### src/rtl/proc_pkg.sv
// Shared types and instruction field positions for the 16-bit processor controller.
package proc_pkg;

    typedef enum logic [2:0] {
        S_IDLE,
        S_FETCH,
        S_WAIT,
        S_DECODE,
        S_EXEC,
        S_WB,
        S_HALT
    } state_t;

    typedef enum logic [1:0] {
        CLS_ALU   = 2'b00,
        CLS_LOADI = 2'b01,
        CLS_JMP   = 2'b10,
        CLS_HALT  = 2'b11
    } instr_class_t;

    typedef enum logic [1:0] {
        ALU_ADD = 2'b00,
        ALU_SUB = 2'b01,
        ALU_AND = 2'b10,
        ALU_OR  = 2'b11
    } alu_op_t;

    localparam int CLASS_HI = 15;
    localparam int CLASS_LO = 14;
    localparam int OP_HI    = 13;
    localparam int OP_LO    = 12;
    localparam int RD_HI    = 11;
    localparam int RD_LO    = 9;
    localparam int RS1_HI   = 8;
    localparam int RS1_LO   = 6;
    localparam int RS2_HI   = 5;
    localparam int RS2_LO   = 3;
    localparam int IMM_HI   = 7;
    localparam int IMM_LO   = 0;
    localparam int IMM_W    = IMM_HI - IMM_LO + 1;

endpackage

### src/rtl/ctrl_decode.sv
// Pure combinational split of the instruction register into its fields.
module ctrl_decode
    import proc_pkg::*;
#(
    parameter int WIDTH = 16,
    parameter int PC_W  = 8
) (
    input  logic [WIDTH-1:0] ir,
    output instr_class_t     cls,
    output alu_op_t          op,
    output logic [2:0]       rd,
    output logic [2:0]       rs1,
    output logic [2:0]       rs2,
    output logic [WIDTH-1:0] imm,
    output logic [PC_W-1:0]  target
);

    assign cls    = instr_class_t'(ir[CLASS_HI:CLASS_LO]);
    assign op     = alu_op_t'(ir[OP_HI:OP_LO]);
    assign rd     = ir[RD_HI:RD_LO];
    assign rs1    = ir[RS1_HI:RS1_LO];
    assign rs2    = ir[RS2_HI:RS2_LO];
    assign imm    = {{(WIDTH-IMM_W){1'b0}}, ir[IMM_HI:IMM_LO]};
    assign target = ir[PC_W-1:0];

endmodule

### src/rtl/proc_ctrl_fsm.sv
// Fetch/decode/execute/writeback controller: owns the state register, pc and ir.
// All outputs are Moore-decoded from state, ir and pc.
module proc_ctrl_fsm
    import proc_pkg::*;
#(
    parameter int WIDTH = 16,
    parameter int PC_W  = 8
) (
    input  logic             clk,
    input  logic             rst_n,
    input  logic             start,
    output logic             imem_req,
    output logic [PC_W-1:0]  imem_addr,
    input  logic             imem_valid,
    input  logic [WIDTH-1:0] imem_rdata,
    output logic [1:0]       alu_opcode,
    output logic [2:0]       rf_raddr1,
    output logic [2:0]       rf_raddr2,
    output logic [2:0]       rf_waddr,
    output logic             rf_we,
    output logic             wb_sel,
    output logic [WIDTH-1:0] imm_out,
    output logic [PC_W-1:0]  pc,
    output logic             halted
);

    state_t           state;
    state_t           next_state;
    logic [WIDTH-1:0] ir;

    instr_class_t     dec_cls;
    alu_op_t          dec_op;
    logic [2:0]       dec_rd;
    logic [2:0]       dec_rs1;
    logic [2:0]       dec_rs2;
    logic [WIDTH-1:0] dec_imm;
    logic [PC_W-1:0]  dec_target;
    logic             fields_valid;

    ctrl_decode #(
        .WIDTH (WIDTH),
        .PC_W  (PC_W)
    ) u_decode (
        .ir     (ir),
        .cls    (dec_cls),
        .op     (dec_op),
        .rd     (dec_rd),
        .rs1    (dec_rs1),
        .rs2    (dec_rs2),
        .imm    (dec_imm),
        .target (dec_target)
    );

    always_ff @(posedge clk or negedge rst_n) begin
        if (!rst_n) begin
            state <= S_IDLE;
            pc    <= '0;
            ir    <= '0;
        end else begin
            state <= next_state;
            if (state == S_WAIT && imem_valid) begin
                ir <= imem_rdata;
            end
            if (state == S_DECODE && dec_cls == CLS_JMP) begin
                pc <= dec_target;
            end else if (state == S_WB) begin
                pc <= pc + PC_W'(1);
            end
        end
    end

    // Field outputs are forced to zero outside DECODE..WB so idle/reset outputs stay quiet.
    always_comb begin
        next_state   = state;
        imem_req     = 1'b0;
        rf_we        = 1'b0;
        halted       = 1'b0;
        fields_valid = 1'b0;
        case (state)
            S_IDLE: begin
                if (start) next_state = S_FETCH;
            end
            S_FETCH: begin
                imem_req   = 1'b1;
                next_state = S_WAIT;
            end
            S_WAIT: begin
                if (imem_valid) next_state = S_DECODE;
            end
            S_DECODE: begin
                fields_valid = 1'b1;
                case (dec_cls)
                    CLS_ALU, CLS_LOADI: next_state = S_EXEC;
                    CLS_JMP:            next_state = S_FETCH;
                    default:            next_state = S_HALT;
                endcase
            end
            S_EXEC: begin
                fields_valid = 1'b1;
                next_state   = S_WB;
            end
            S_WB: begin
                fields_valid = 1'b1;
                rf_we        = 1'b1;
                next_state   = S_FETCH;
            end
            S_HALT: begin
                halted = 1'b1;
            end
            default: next_state = S_IDLE;
        endcase
    end

    assign imem_addr  = pc;
    assign alu_opcode = fields_valid ? dec_op  : ALU_ADD;
    assign rf_raddr1  = fields_valid ? dec_rs1 : 3'd0;
    assign rf_raddr2  = fields_valid ? dec_rs2 : 3'd0;
    assign rf_waddr   = fields_valid ? dec_rd  : 3'd0;
    assign imm_out    = fields_valid ? dec_imm : '0;
    assign wb_sel     = fields_valid && (dec_cls == CLS_LOADI);

endmodule

### config.mk
export PLATFORM = sky130hd
export DESIGN_NAME = proc_ctrl_fsm
export DESIGN_NICKNAME = d
export VERILOG_FILES = /design/src/rtl/proc_pkg.sv /design/src/rtl/ctrl_decode.sv /design/src/rtl/proc_ctrl_fsm.sv
export SDC_FILE = /design/constraint.sdc
export NUM_CORES = 1
export LEC_CHECK = 0
export BUFFER_PORTS_ARGS = -buffer_cell sky130_fd_sc_hd__buf_2
export CORE_MARGIN = 2
export CORE_UTILIZATION = 45
export CTS_CLUSTER_SIZE = 20
export DETAILED_ROUTE_END_ITERATION = 7
export PLACE_DENSITY = 0.79
export SYNTH_ARGS = -nofsm -noshare
export SYNTH_HDL_FRONTEND = slang
export SYNTH_SLANG_ARGS = --single-unit
### constraint.sdc
create_clock -name clk -period 3.76 [get_ports clk]
set_clock_uncertainty 0.1 [all_clocks]
set_input_delay 0.752 -clock clk [delete_from_list [all_inputs] [get_ports clk]]
set_output_delay 0.752 -clock clk [all_outputs]
set_load 0.03 [all_outputs]
==> Word level (Yosys, flattened, before mapping) <==
Cells that the tools add are included.
{ "totals": {"in_bits": 20, "regBits": 27, "out_inout_bits": 47} }
{ "op_classes": {"reduce_logical": 9, "mux": 15, "n_eq_ne": 10, "addsub": 1, "bitwise": 1} }
{ "ops": {"columns": ["op", "count"], "rows": [
  ["$mux 8", 3],
  ["$pmux 3 s7", 1],
  ["$mux 3", 5],
  ["$eq 3x3->1 const B", 3],
  ["$add 8x1->8 const B", 1],
  ["$eq 3x2->1 const B", 2],
  ["$pmux 3 s2", 1],
  ["$mux 1", 4],
  ["$ne 2x2->1 const B", 2],
  ["$eq 3x1->1 const B", 1],
  ["$logic_and 1x1->1", 3],
  ["$logic_not 3->1", 1],
  ["$reduce_and 3->1", 1],
  ["$reduce_or 3->1", 1],
  ["$eq 2x1->1 const B", 1],
  ["$eq 2x2->1 const B", 1],
  ["$logic_not 2->1", 1],
  ["$mux 2", 1],
  ["$reduce_bool 2->1", 1],
  ["$reduce_or 2->1", 1],
  ["$not 1->1", 1]
]} }

==> Longest topological paths before layout <==
{ "depth": {"ltp_word": 4, "mapped_depth": 6, "depth_no_buf": 5} }

==> Modules after synthesis <==
From an unflattened synthesis, not the netlist that was laid out.
{ "unflattened": {"hier_cells": 177, "area_unflattened_um2": 1810.5} }
{ "modules_own_cells": {"columns": ["mod", "n_inst", "seq_area_each_um2", "cells_each", "area_per_inst_um2"], "rows": [
  ["proc_ctrl_fsm", 1, 675.6, 139, 1529.0],
  ["ctrl_decode", 1, 0.0, 38, 281.5]
]} }

==> Least setup slack after synthesis <==
No wires, ideal clock.
{ "synth_timing": {"path_kind": "register -> output", "startpoint": "register state[2]", "endpoint": "output port rf_raddr1[0]", "t_required_ps": 2908, "n_path_buf": 2, "t_arrival_ps": 1646, "stages_incl_launch_ff": 6, "slack_ps": 1262, "cell_sequence": "dfrtp_1 > nand3b_1 > o21ai_0 > clkbuf_1 > and2_1 > buf_4"} }
{ "synth_between": {"elab_chain_len": 4, "word_cells_on_any_way": 6, "classes_between": "eq/ne: 3; mux: 2; reduce/logical: 1"} }
{ "synth_rtl": {"columns": ["element", "line", "source"], "rows": [
  ["start: declaration", "proc_ctrl_fsm.sv:27", "state_t state;"],
  ["start signal: assignment", "proc_ctrl_fsm.sv:60", "state <= next_state;"],
  ["$eq 3x2->1 / $eq 3x3->1 (equally long branches)", "proc_ctrl_fsm.sv:79", "case (state)"],
  ["$reduce_or 3->1 (no source line) (*)", null, null],
  ["$mux 1 (*)", "proc_ctrl_fsm.sv:79", null],
  ["$mux 3 (*)", "proc_ctrl_fsm.sv:116", "assign rf_raddr1 = fields_valid ? dec_rs1 : 3'd0;"],
  ["end: declaration", "proc_ctrl_fsm.sv:17", "output logic [2:0] rf_raddr1,"]
]} }
Mark *: on every way between the ends. The rest lies on a longest branch, timed or not.

==> Worst setup path in the final report <==
{ "layout_timing": {"startpoint": "register state[1]", "endpoint": "output port rf_we"} }
{ "layout_between": {"elab_chain_len": 2} }
{ "layout_rtl": {"columns": ["element", "line", "source"], "rows": [
  ["$eq 3x3->1", "proc_ctrl_fsm.sv:79", null],
  ["$mux 1", "proc_ctrl_fsm.sv:79", null],
  ["end: declaration", "proc_ctrl_fsm.sv:20", "output logic rf_we,"]
]} }
Every way passes these cells.

==> Implementation_results.wiki <==
{| class="wikitable"
! Metric !! Value
|-
| Worst R2R Start || state[1]$_DFFE_PN0P_
|-
| Worst hold path class || in -> async
|-
| Vias after detailed routing || between 1000 and 1500
|-
| Largest incremental delay on the critical path || 0.49 ns
|-
| MaxCap Viol Count || 0
|-
| EDFF count, synth || 0
|-
| Global-route wire length before repair || 4750 um
|-
| Clock-pin slew reported for the worst setup and hold paths after clock tree synthesis || 0.14 ns
|-
| Pre-Repair DR Iteration Count || 4
|-
| Grt ovf || 0
|-
| Total Nets Final || 211
|-
| Count of non-filler cells in the finished layout || 233
|-
| Number of buffers added for setup after CTS || 0
|-
| Most frequent cells after synthesis || dfrtp_1, buf_4, mux2_2
|-
| Start-to-end type of the worst setup path || reg -> out
|-
| Lkg Pwr || approximately 0.0009 uW
|-
| Setup slack on the worst flop-to-flop path || 1.68 ns
|-
| Root Driver || clkbuf_4
|-
| Number of buffers created by CTS || 3
|-
| Proportion of layout cells with a drive suffix above 1 || between 40% and 50%
|-
| Required time of the critical path || 2.91 ns
|-
| Width of the chip || 61.6 um
|-
| Final setup viols || 0
|-
| Worst ir drop on vdd || around 0.53 mV
|-
| Setup repair after global routing missed its margin || false
|-
| Top FF cell, synth || dfrtp_1
|-
| Total routing resource utilization after global routing || 17.0%
|-
| Biggest area consumer among synthesized cells || dfrtp_1
|-
| Routability-driven placement congestion ratio || 0.840
|-
| Fin crit period || ~2.7 ns
|-
| Area share of and/or/nand/nor cells after synthesis || 17.0%
|-
| Outcome || completed
|-
| Routed wire length || 2980 um
|-
| Instance area after placement || 1690 sq um
|-
| Core Footprint || between 3000 and 4000 sq um
|-
| Ordered list of cells on the worst path || nand3b_1, inv_1, buf_2
|-
| DRC Markers || 0
|-
| Final-report hold violation count || 0
|-
| Vertical die dimension || 61.6 um
|-
| Estimated wirelength of the detail-placed design || 2230 um
|-
| Worst reg-to-reg path cell count || 3
|-
| Cell types with the largest area share after synthesis || dfrtp_1, mux2_2, buf_4, and2_1, a221o_1
|-
| I/O pin count || 67
|-
| Adder-Cell Fraction of Synth Area || 0.837%
|-
| Starting density of the core || 48.2%
|-
| Power per Cell Area || 965 nW/um^2
|-
| Complex-gate fraction of the synthesized area || 10.8%
|-
| Mean Syn Cell Area || 10.4 sq um
|-
| Mapped Area || between 1000 and 1500 sq um
|-
| Initial antenna violation count || 0
|-
| Antenna Violating Nets Remaining || 0
|-
| Min setup slack post-route || 1.09 ns
|-
| Die ar. || 3800 sq um
|-
| Dominant cell by count in the synthesized netlist || dfrtp_1
|-
| Number of warnings printed during yosys synthesis || 0
|-
| Count of buffers from port buffering || just under 60
|-
| Worst skew pair latency || 0.33 ns
|-
| Average detailed-routed wire length per instance || 12.8 um
|-
| CP endpoint kind || output port
|-
| Quantity of hold-fixing buffers added after cts || 0
|-
| Total of cells resized after clock tree synthesis || 0
|-
| Area of all placed cells without fillers || 1720 sq um
|-
| Via count of the first global-routing pass || 1068
|-
| Data arrival time of the critical path || 1.82 ns
|-
| Num rows || 20
|-
| FFs w/ async S/R, synth || 100%
|-
| Placement-stage worst setup slack || 1.47 ns
|-
| Buffers from clock root to sink, at most || 2
|-
| Critical-path cell with the highest stage delay || dfrtp_1
|-
| Post-Route Hold Slack || between 0.2 and 0.3 ns
|-
| Number of clock sinks seen by CTS || 27
|-
| Xor/xnor share of the synthesized area || 0%
|-
| Main combinational cell family by area after synthesis || simple AND/OR/NAND/NOR gates
|-
| Via density per instance || between 5 and 6
|-
| CTS tree || done
|-
| Worst Max-Slew Pin Slew || 0.973 ns
|-
| Portion of the post-synthesis area used by sequential elements || 45.2%
|-
| CP max FO || 12
|-
| Maximum clock frequency || 374 MHz
|-
| Portion of netlist area occupied by mux cells || around an eighth
|-
| Number of slew-limit violations in the final report || 0
|-
| Number of unique standard cell types used by synthesis || 33
|-
| Endpoint of the worst-slack reg-to-reg timing path || ir[1]$_DFFE_PN0P_
|-
| Area growth from synthesis to layout || 15.0%
|-
| FF+latch count, synth || 27
|-
| DR iter-0 viols || 36
|-
| Total inserted antenna cells || 0
|-
| Synthesized netlist cell count || approximately 140
|-
| CTS HTree Levels || 1
|-
| Final total negative setup slack || 0 ns
|-
| Maximum number of pins on one net before global-route repair || 28
|-
| Type of element launching the critical path || register
|-
| Area fraction of the dominant cell type after synthesis || 45.2%
|-
| Placed instance count || 229
|-
| Normalized max-slew margin || 34.7%
|-
| Share of the cycle needed by the critical path after routing || 71.1%
|}
[logic make-up (layout without fill, tap and decap cells)]
| family | Yosys count | count (layout) |
|---|---|---|
| compound gates | 25 | 25 |
| fa+ha+maj | 1 | 1 |
| buf+inv | 31 | 69 |
| flops | 27 | 27 |
| mux | 16 | 16 |
| other cells | 1 | 8 |
| simple gates | 43 | 43 |
[layout make-up]
cell class                      instances  area (sq um)
Inverter                                6          22.5
Timing Repair Buffer                   59           298
Fill cell                             286          1380
Tap cell                               44          55.1
Sequential cell                        27           676
Clock buffer                            3          22.5
Multi-Input combinational cell         93           638
Clock inverter                          1          7.51
[through the flow]
stage,total power [uW],util (%)
final,1660,55.4
after global routing,1790,55.4
after CTS,1670,55.4
after detailed placement,1540,54.4
after global placement,1520,54.4
after floorplan,1360,-
[report_power, final]
group          internal (uW)  total (uW)  switching (uW)
clock                   40.8         129            88.3
sequential               432         583             151
combinational            335         947             612
[flip-flops by register name (all words and copies together), names as in the netlist]
signal,count
ir,16
imem_addr,8
state,3
[per-layer routing]
metal	wire (um)	vias up	global-route usage, %	share of wire [%]
li1	-	566	-	-
met1	1340	558	22.8	45
met2	1390	54	26.0	47
met3	241	2	6.30	8.1
met4	10	0	4.26	0.34
met5	0	-	0	0
[layout by cell type (no fill, tap or decap), drive strengths merged, types with 4 or more instances in the layout]
| cell | instances |
|---|---|
| a221o | 4 |
| dfrtp | 27 |
| conb | 8 |
| nand2 | 7 |
| buf | 59 |
| a21oi | 6 |
| and2 | 14 |
| nor2 | 4 |
| mux2 | 16 |
| o21ai | 7 |
| inv | 6 |
| nor3 | 4 |
[critical path, delay by kind of cell, from the launching register on]
family	cells	cell delay, ns
flip-flops	1	0.49
AND/OR/NAND/NOR	1	0.44
buffers and inverters	2	0.55
[worst max path at each step]
stage          slack (ns)                 start           endpoint
2_1_floorplan        1.26  state[2]$_DFFE_PN0P_       rf_raddr1[0]
3_3_place_gp         1.49            imem_valid  ir[0]$_DFFE_PN0P_
3_5_place_dp         1.47            imem_valid  ir[2]$_DFFE_PN0P_
4_1_cts              1.10  state[0]$_DFFE_PN0P_             wb_sel
5_1_grt              0.89  state[0]$_DFFE_PN0P_       rf_raddr2[2]
6_report             1.09  state[1]$_DFFE_PN0P_              rf_we
Note: power is estimated with default switching activity, not from simulation.
